**config.mk**
```make
export PLATFORM = sky130hd
export DESIGN_NAME = instruction_fetch
export DESIGN_NICKNAME = d
export VERILOG_FILES = /design/src/rtl/cpu_fetch_pkg.sv /design/src/rtl/fetch_watchdog.sv /design/src/rtl/instruction_fetch.sv
export SDC_FILE = /design/constraint.sdc
export NUM_CORES = 1
export LEC_CHECK = 0
export ABC_AREA = 1
export ABC_CLOCK_PERIOD_IN_PS = 2000
export BUFFER_PORTS_ARGS = -buffer_cell sky130_fd_sc_hd__clkbuf_2
export CAP_MARGIN = 20
export CORE_ASPECT_RATIO = 1.5
export CORE_MARGIN = 4
export CORE_UTILIZATION = 39
export CTS_CLUSTER_DIAMETER = 50
export DETAILED_ROUTE_END_ITERATION = 10
export MAX_ROUTING_LAYER = met4
export PLACE_DENSITY_LB_ADDON = 0.3
export SLEW_MARGIN = 20
export SYNTH_ARGS = -nofsm -noshare
export SYNTH_HDL_FRONTEND = slang
export SYNTH_SLANG_ARGS = --single-unit
```
**constraint.sdc**
```tcl
create_clock -name clk -period 2 [get_ports clk]
set_clock_uncertainty 0.1 [all_clocks]
set_input_delay 0 -clock clk [delete_from_list [all_inputs] [get_ports clk]]
set_output_delay 0 -clock clk [all_outputs]
set_load 0.005 [all_outputs]
```
**src/rtl/cpu_fetch_pkg.sv**
```systemverilog
// Shared types and defaults for the instruction fetch stage.
package cpu_fetch_pkg;

    localparam int unsigned ADDR_W_DEF      = 32;
    localparam int unsigned DATA_W_DEF      = 32;
    localparam int unsigned ACK_TIMEOUT_DEF = 256;

    typedef enum logic [2:0] {
        ST_IDLE    = 3'd0,
        ST_REQ     = 3'd1,
        ST_FULL    = 3'd2,
        ST_RESTART = 3'd3,
        ST_ERR     = 3'd4
    } state_e;

    // Watchdog counter width; at least one bit even for tiny timeouts.
    function automatic int unsigned wd_width(input int unsigned timeout);
        return (timeout <= 2) ? 1 : $clog2(timeout);
    endfunction

    localparam int unsigned WD_W_DEF = wd_width(ACK_TIMEOUT_DEF);

endpackage

```
**src/rtl/fetch_watchdog.sv**
```systemverilog
// Counts consecutive un-acknowledged request cycles and flags the timeout.
module fetch_watchdog
    import cpu_fetch_pkg::*;
#(
    parameter int unsigned ACK_TIMEOUT = ACK_TIMEOUT_DEF
) (
    input  logic clk,
    input  logic rst,
    input  logic clear,
    input  logic en,
    output logic expired
);

    localparam int unsigned WD_W = wd_width(ACK_TIMEOUT);

    logic [WD_W-1:0] count_q;
    logic [WD_W-1:0] count_d;

    always_comb begin
        count_d = count_q;
        if (clear) begin
            count_d = '0;
        end else if (en) begin
            count_d = count_q + WD_W'(1);
        end
    end

    always_ff @(posedge clk) begin
        if (rst) begin
            count_q <= '0;
        end else begin
            count_q <= count_d;
        end
    end

    assign expired = en && (count_q == WD_W'(ACK_TIMEOUT - 1));

endmodule

```
**src/rtl/instruction_fetch.sv**
```systemverilog
// Fetch stage: samples the PC, reads instruction memory with req/ack and
// presents the word to the decoder through a valid/ready instruction register.
module instruction_fetch
    import cpu_fetch_pkg::*;
#(
    parameter int unsigned ADDR_W      = ADDR_W_DEF,
    parameter int unsigned DATA_W      = DATA_W_DEF,
    parameter int unsigned ACK_TIMEOUT = ACK_TIMEOUT_DEF
) (
    input  logic              clk,
    input  logic              rst,
    input  logic [ADDR_W-1:0] pc,
    output logic              pc_inc,
    input  logic              flush,
    output logic              mem_req,
    output logic [ADDR_W-1:0] mem_addr,
    input  logic              mem_ack,
    input  logic [DATA_W-1:0] mem_rdata,
    output logic [DATA_W-1:0] ir,
    output logic [ADDR_W-1:0] ir_pc,
    output logic              ir_valid,
    input  logic              ir_ready,
    output logic              fetch_err
);

    state_e            state_q,    state_d;
    logic              discard_q,  discard_d;
    logic [ADDR_W-1:0] mem_addr_q, mem_addr_d;
    logic [DATA_W-1:0] ir_q,       ir_d;
    logic [ADDR_W-1:0] ir_pc_q,    ir_pc_d;
    logic              ir_valid_q, ir_valid_d;
    logic              fetch_err_q, fetch_err_d;
    logic              wd_expired;

    // Watchdog is held clear outside REQ, so every REQ entry starts from zero.
    fetch_watchdog #(
        .ACK_TIMEOUT (ACK_TIMEOUT)
    ) u_watchdog (
        .clk     (clk),
        .rst     (rst),
        .clear   (state_q != ST_REQ),
        .en      ((state_q == ST_REQ) && !mem_ack),
        .expired (wd_expired)
    );

    always_ff @(posedge clk) begin
        if (rst) begin
            state_q     <= ST_IDLE;
            discard_q   <= 1'b0;
            mem_addr_q  <= '0;
            ir_q        <= '0;
            ir_pc_q     <= '0;
            ir_valid_q  <= 1'b0;
            fetch_err_q <= 1'b0;
        end else begin
            state_q     <= state_d;
            discard_q   <= discard_d;
            mem_addr_q  <= mem_addr_d;
            ir_q        <= ir_d;
            ir_pc_q     <= ir_pc_d;
            ir_valid_q  <= ir_valid_d;
            fetch_err_q <= fetch_err_d;
        end
    end

    // Next state: timeout beats flush, flush beats ack/ready.
    always_comb begin
        state_d = state_q;
        unique case (state_q)
            ST_IDLE, ST_RESTART: state_d = flush ? ST_RESTART : ST_REQ;
            ST_REQ: begin
                if (wd_expired) begin
                    state_d = ST_ERR;
                end else if (mem_ack) begin
                    state_d = (discard_q || flush) ? ST_RESTART : ST_FULL;
                end
            end
            ST_FULL: begin
                if (flush) begin
                    state_d = ST_RESTART;
                end else if (ir_ready) begin
                    state_d = ST_REQ;
                end
            end
            ST_ERR:  state_d = ST_ERR;
            default: state_d = ST_IDLE;
        endcase
    end

    always_comb begin
        discard_d   = discard_q;
        mem_addr_d  = mem_addr_q;
        ir_d        = ir_q;
        ir_pc_d     = ir_pc_q;
        ir_valid_d  = ir_valid_q;
        fetch_err_d = fetch_err_q;
        pc_inc      = 1'b0;
        mem_req     = (state_q == ST_REQ);

        // The request address is captured only on REQ entry and frozen inside it.
        if ((state_q != ST_REQ) && (state_d == ST_REQ)) begin
            mem_addr_d = pc;
        end

        unique case (state_q)
            ST_REQ: begin
                if (wd_expired) begin
                    fetch_err_d = 1'b1;
                end else if (mem_ack) begin
                    discard_d = 1'b0;
                    if (!discard_q && !flush) begin
                        ir_d       = mem_rdata;
                        ir_pc_d    = mem_addr_q;
                        ir_valid_d = 1'b1;
                        pc_inc     = !rst;
                    end
                end else if (flush) begin
                    discard_d = 1'b1;
                end
            end
            ST_FULL: begin
                if (flush || ir_ready) begin
                    ir_valid_d = 1'b0;
                end
            end
            default: ;
        endcase
    end

    assign mem_addr  = mem_addr_q;
    assign ir        = ir_q;
    assign ir_pc     = ir_pc_q;
    assign ir_valid  = ir_valid_q;
    assign fetch_err = fetch_err_q;

endmodule

```
==> results of run 1 <==
-- cell usage after synthesis (2+ instances only) --
library cell  instances
o21ai_0              26
nand2_1              55
clkbuf_1             13
nor2_1              206
nand4_1              33
dfxtp_1             110
nor2_4                2
inv_2                 4
a21oi_1              11
buf_6                 3
nand3_1               9
o21ai_1              43
buf_2                12
inv_1                44
buf_4                 7
nor3_1                3
-- logic make-up (layout without fill, tap and decap cells) --
kind of cell | after synthesis | in the layout | share of synthesized area
AND/OR/NAND/NOR | 312 | 312 | 0.300
flip-flops | 110 | 110 | 0.510
buffers and inverters | 85 | 306 | 0.0887
AO/OA/AOI/OAI | 82 | 82 | 0.0965
adder cells (fa/ha/maj) | 1 | 1 | 0.00290
XOR/XNOR | 1 | 1 | 0.00203
-- critical path: cells and delay by family (launching register included) --
| kind | cells | cell delay (ns) |
|---|---|---|
| simple gates | 3 | 0.43 |
| compound gates | 1 | 0.16 |
| flops | 1 | 0.37 |
| buf+inv | 2 | 0.64 |
-- routing by layer --
| metal | routed length [um] | GRT usage |
|---|---|---|
| met5 | 0 | - |
| met4 | 370 | 0.0932 |
| met3 | 517 | 0.0275 |
| met2 | 6710 | 0.369 |
| met1 | 5150 | 0.221 |
-- final cells by class --
type,instances,area [um^2]
flip-flops and latches,110,2200
repair buffers,242,1620
fillers,979,4470
inverters,49,184
clock inverters,5,75.1
multi-input cells,396,1740
well taps,144,180
clock buffers,10,229
-- sequential cells by signal, indices dropped and copies added (netlist names) --
name,count
fetch_err,1
mem_addr,32
state_q,3
ir_valid,1
ir,32
discard_q,1
u_watchdog.count_q,8
ir_pc,32
-- power by group --
| group | switching (uW) | internal [uW] |
|---|---|---|
| clock network | 741 | 1080 |
| logic | 533 | 455 |
| registers | 142 | 2380 |
-- stage by stage --
stage,util,instances,hold slack [ns]
6_report,0.582,956,0.0563
5_1_grt,0.582,956,0.0973
4_1_cts,0.582,956,0.0461
3_5_place_dp,0.492,875,0.129
3_3_place_gp,0.492,875,0.124
2_1_floorplan,-,591,-0.0309
-- worst max path at each step --
stage,start,end,slack [ns],cells after the start
3_5_place_dp,state_q[2],ir[5],0.22,6
5_1_grt,state_q[2],ir_pc[19],0.009,7
2_1_floorplan,state_q[0],mem_addr[10],0.59,8
6_report,state_q[2],ir[5],0.20,6
3_3_place_gp,state_q[2],ir[29],0.28,6
4_1_cts,rst,pc_inc,0.19,6
-- placed cells by master (no fill, tap or decap), drive strengths merged --
master / count
inv: 49
nor3: 3
buf: 8
ha: 1
bufinv: 2
clkbuf: 178
nand3: 9
o31ai: 1
nand4: 33
xor2: 1
dlygate4sd3: 66
dfxtp: 110
o21ai: 69
nand2: 56
nor2: 209
clkinv: 3
or2: 2
a21oi: 12
==> metrics.cfg, run 1 <==
[outcome]
status = completed

[grt]
antenna_found_initial = 0
grt_pass1_wl_um = 20600
grt_pass1_vias = 4392
overflow = 0
grt_util_all_layers = 0.205
grt_max_degree = 65

[routing]
avgViaCountPerCell = 4.73
initialDrtViolationCount = 123
drt-pass1-iter-count = 4
wl_um = 12800
ant_nets = 0
drcViolationCount = 0
wl_per_cell_um = 13.3
vias = 4518

[clock_network]
cts_buffers = 9
ctsHtreeMaxLevel = 3
path_clk_slew_ns = 0.07
clk_latency_ns = 0.34
cts-resized-gates = 0
cts.root.buffer_cell = clkbuf_16
cts_setup_buffers = 0
cts_hold_buf = 66
cts_tree = yes
cts_buffer_depth = 2
clock_sinks = 110

[cells_and_area]
drive_gt1_frac = 0.248
fin_area_mm2 = 0.00623
layout.nets = 878
n_antenna_cell = 0
syn2layout_area_growth_pct = 44.4

[placement]
place_ws_ns = 0.216
io_buffers = 168
dp_hpwl_um = 8700
place_area_mm2 = 0.00527
gp_congestion = 0.848

[sta]
fin_setup_tns_ns = 0
max_slew_margin = 0.573
hold_violations = 0
finalWorstSetupSlack_ns = 0.203
finalSetupViolations = 0
timing.final.crit_share = 0.899
rsz0062_at_grt = false
worstMarginPinSlew_ns = 0.640
fmax_ghz = 0.556
min_period_ns = 1.80
slew_violations = 0

[floorplan]
die_y_um = 137
core_mm2 = 0.0107
io-pin-count = 169
row_count = 46
initial_core_util = 0.403
die_width_um = 93.9
die_area_mm2 = 0.0129

[logic_synthesis]
syn_avg_cell_area_um2 = 7.30
synth_top_area_frac = 0.510
synthArstFlopShare = 0
ys_seq_area_frac = 0.510
netlist_area_mm2 = 0.00432
synth_edf_count = 0
synth.largest_area_cell = dfxtp_1
syn_nets = 661
synthFlopType = dfxtp_1
ys.warnings.count = 0
ys_ff_latch = 110
ys_top_cells_by_area = dfxtp_1 (51%), nor2_1 (18%), o21ai_1 (5.0%)
synthCells = 591
ys_types = 26

[power_and_ir_drop]
peakVddDrop_mv = 0.464
power.total_uw = 5340
p_leak_uw = 0.00320
pwr_density_cell_mw_per_mm2 = 856

[worst_setup_path]
cp_max_fo = 64
cpPeakStageDelay_ns = 0.54
r2r_slack_ns = 0.20
setup.worst_path.start_class = flip-flop
worstPathRequired_ns = 2.17
critical_path_arrival_ns = 1.97
crit_path_cell_trace = inv_2, nand3_1, nor2_4, buf_4, o21ai_0, nor2_1
end_kind = flip-flop
r2r_end = ir[5]
critical_path_class = reg2reg
r2r_cells = 6
timing.rr.start = state_q[2]
cpMaxStageDelayCell = buf_4

[worst_hold_path]
holdPathStages = 5
whs_endpoint = discard_q
hold_start = flush
hold_path_class = in2reg

[run]
max-cap-violations = 0

Power figures use the tool's default switching activity.
==> inputs of run 2 (changes only) <==
--- a/config.mk
+++ b/config.mk
@@ -9,7 +9,6 @@
 export ABC_CLOCK_PERIOD_IN_PS = 2000
 export BUFFER_PORTS_ARGS = -buffer_cell sky130_fd_sc_hd__clkbuf_2
 export CAP_MARGIN = 20
-export CORE_ASPECT_RATIO = 1.5
 export CORE_MARGIN = 4
 export CORE_UTILIZATION = 39
 export CTS_CLUSTER_DIAMETER = 50
==> metrics.cfg, run 2 (same netlist as run 1, synthesis figures left out) <==
[grt]
overflow = 0
use_met2 = 0.312
grtUsageMet3 = 0.0401
grt_use_met1 = 0.259
grt_pass1_vias = 4171
antenna_found_initial = 0
grt_util_all_layers = 0.199
busiest_layer = met2
grt_pass1_wl_um = 20300
grt_max_degree = 54

[power_and_ir_drop]
p_comb_frac = 0.195
p_int_uw = 3550
p_seq_frac = 0.504
p_leak_uw = 0.00317
pwr_density_cell_mw_per_mm2 = 811
power_frac_clock = 0.300
swShare = 0.289
power.total_uw = 4990
peakVddDrop_mv = 0.404
netSwitchingPower_uw = 1440

[clock_network]
ctsHtreeMaxLevel = 3
clk_latency_ns = 0.38
clock_sinks = 110
path_clk_slew_ns = 0.11
cts.root.buffer_cell = clkbuf_8
cts-resized-gates = 0
cts_setup_buffers = 0
cts_hold_buf = 68
cts_buffers = 9
cts_buffer_depth = 2
cts_tree = yes

[floorplan]
die_area_mm2 = 0.0128
row_count = 38
core_mm2 = 0.0108
initial_core_util = 0.398
die_width_um = 113
die_y_um = 113
io-pin-count = 169

[sta]
fin_setup_tns_ns = 0
worstMarginPinSlew_ns = 0.540
rsz0062_at_grt = false
fmax_ghz = 0.579
timing.final.crit_share = 0.864
finalSetupViolations = 0
holdWs_ns = 0.280
hold_violations = 0
max_slew_margin = 0.640
min_period_ns = 1.73
slew_violations = 0

[run]
max-cap-violations = 0

[routing]
drcViolationCount = 0
drt-pass1-iter-count = 4
wl_um = 12300
initialDrtViolationCount = 250
avgViaCountPerCell = 4.68
wl_per_cell_um = 12.9
ant_nets = 0
vias = 4490

[cells_and_area]
layout.nets = 884
n_antenna_cell = 0
fin_area_mm2 = 0.00616
layout_commonest_cell = nor2_1
layout_common_cells = nor2_1 (205), clkbuf_2 (168), dfxtp_1 (110), dlygate4sd3_1 (68), nand2_1 (55)
fin_util = 0.568
drive_gt1_frac = 0.252
syn2layout_area_growth_pct = 42.6

[worst_setup_path]
timing.rr.start = state_q[2]
worstPathRequired_ns = 2.20
r2r_slack_ns = 0.27
setup.worst_path.start_class = flip-flop
end_kind = flip-flop
critical_path_arrival_ns = 1.93
r2r_cells = 6
critical_path_class = reg2reg
r2r_end = ir[23]
cp_max_fo = 53

[placement]
dp_hpwl_um = 8200
gp_congestion = 0.840
io_buffers = 168
place_area_mm2 = 0.00526

[outcome]
status = completed

[worst_hold_path]
holdPathStages = 4
whs_endpoint = ir[12]
hold_start = mem_rdata[12]
hold_path_class = in2reg

==> run 2: final cells by class <==
| cell class | instances | area (um^2) |
|---|---|---|
| fillers | 984 | 4680 |
| clock buffers | 10 | 128 |
| well taps | 140 | 175 |
| multi-input cells | 396 | 1740 |
| clock inverters | 6 | 92.6 |
| inverters | 49 | 184 |
| flip-flops and latches | 110 | 2200 |
| repair buffers | 248 | 1640 |
==> run 2: stage by stage <==
step / worst slack [ns] / std cells
after floorplan: 0.592 / 591
after global routing: 0.0153 / 959
after CTS: 0.271 / 959
final: 0.272 / 959
after global placement: 0.356 / 875
after detailed placement: 0.306 / 875
==> run 2: worst max path at each step <==
stage	startpoint	endpoint	slack (ns)	depth (start not counted)
3_3_place_gp	state_q[2]	ir_pc[11]	0.36	6
2_1_floorplan	state_q[0]	mem_addr[10]	0.59	8
4_1_cts	state_q[2]	ir[19]	0.27	6
5_1_grt	state_q[2]	ir[23]	0.02	6
6_report	state_q[2]	ir[23]	0.27	6
3_5_place_dp	state_q[2]	ir_pc[31]	0.31	6
==> run 2: metal layers <==
layer | up-vias | routed length [um]
met1 | 2023 | 5720
li1 | 2318 | -
met3 | 4 | 852
met2 | 145 | 5720
met5 | - | 0
met4 | 0 | 55
==> run 2: power groups by stage <==
stage / logic [uW] / clock network (uW) / registers [uW]
CTS: 980 / 1540 / 2520
global placement: 859 / 0 / 2560
finish: 975 / 1500 / 2520
detailed placement: 875 / 0 / 2570
floorplan: 501 / 0 / 2560
global route: 1100 / 1630 / 2550
==> run 2: worst max-delay path, stage by stage (launching register included) <==
cell and delay, ns:
dfxtp_1 0.39, inv_2 0.10, nand3_1 0.17, nor2_4 0.15, buf_4 0.46, o21ai_0 0.14, nor2_1 0.12
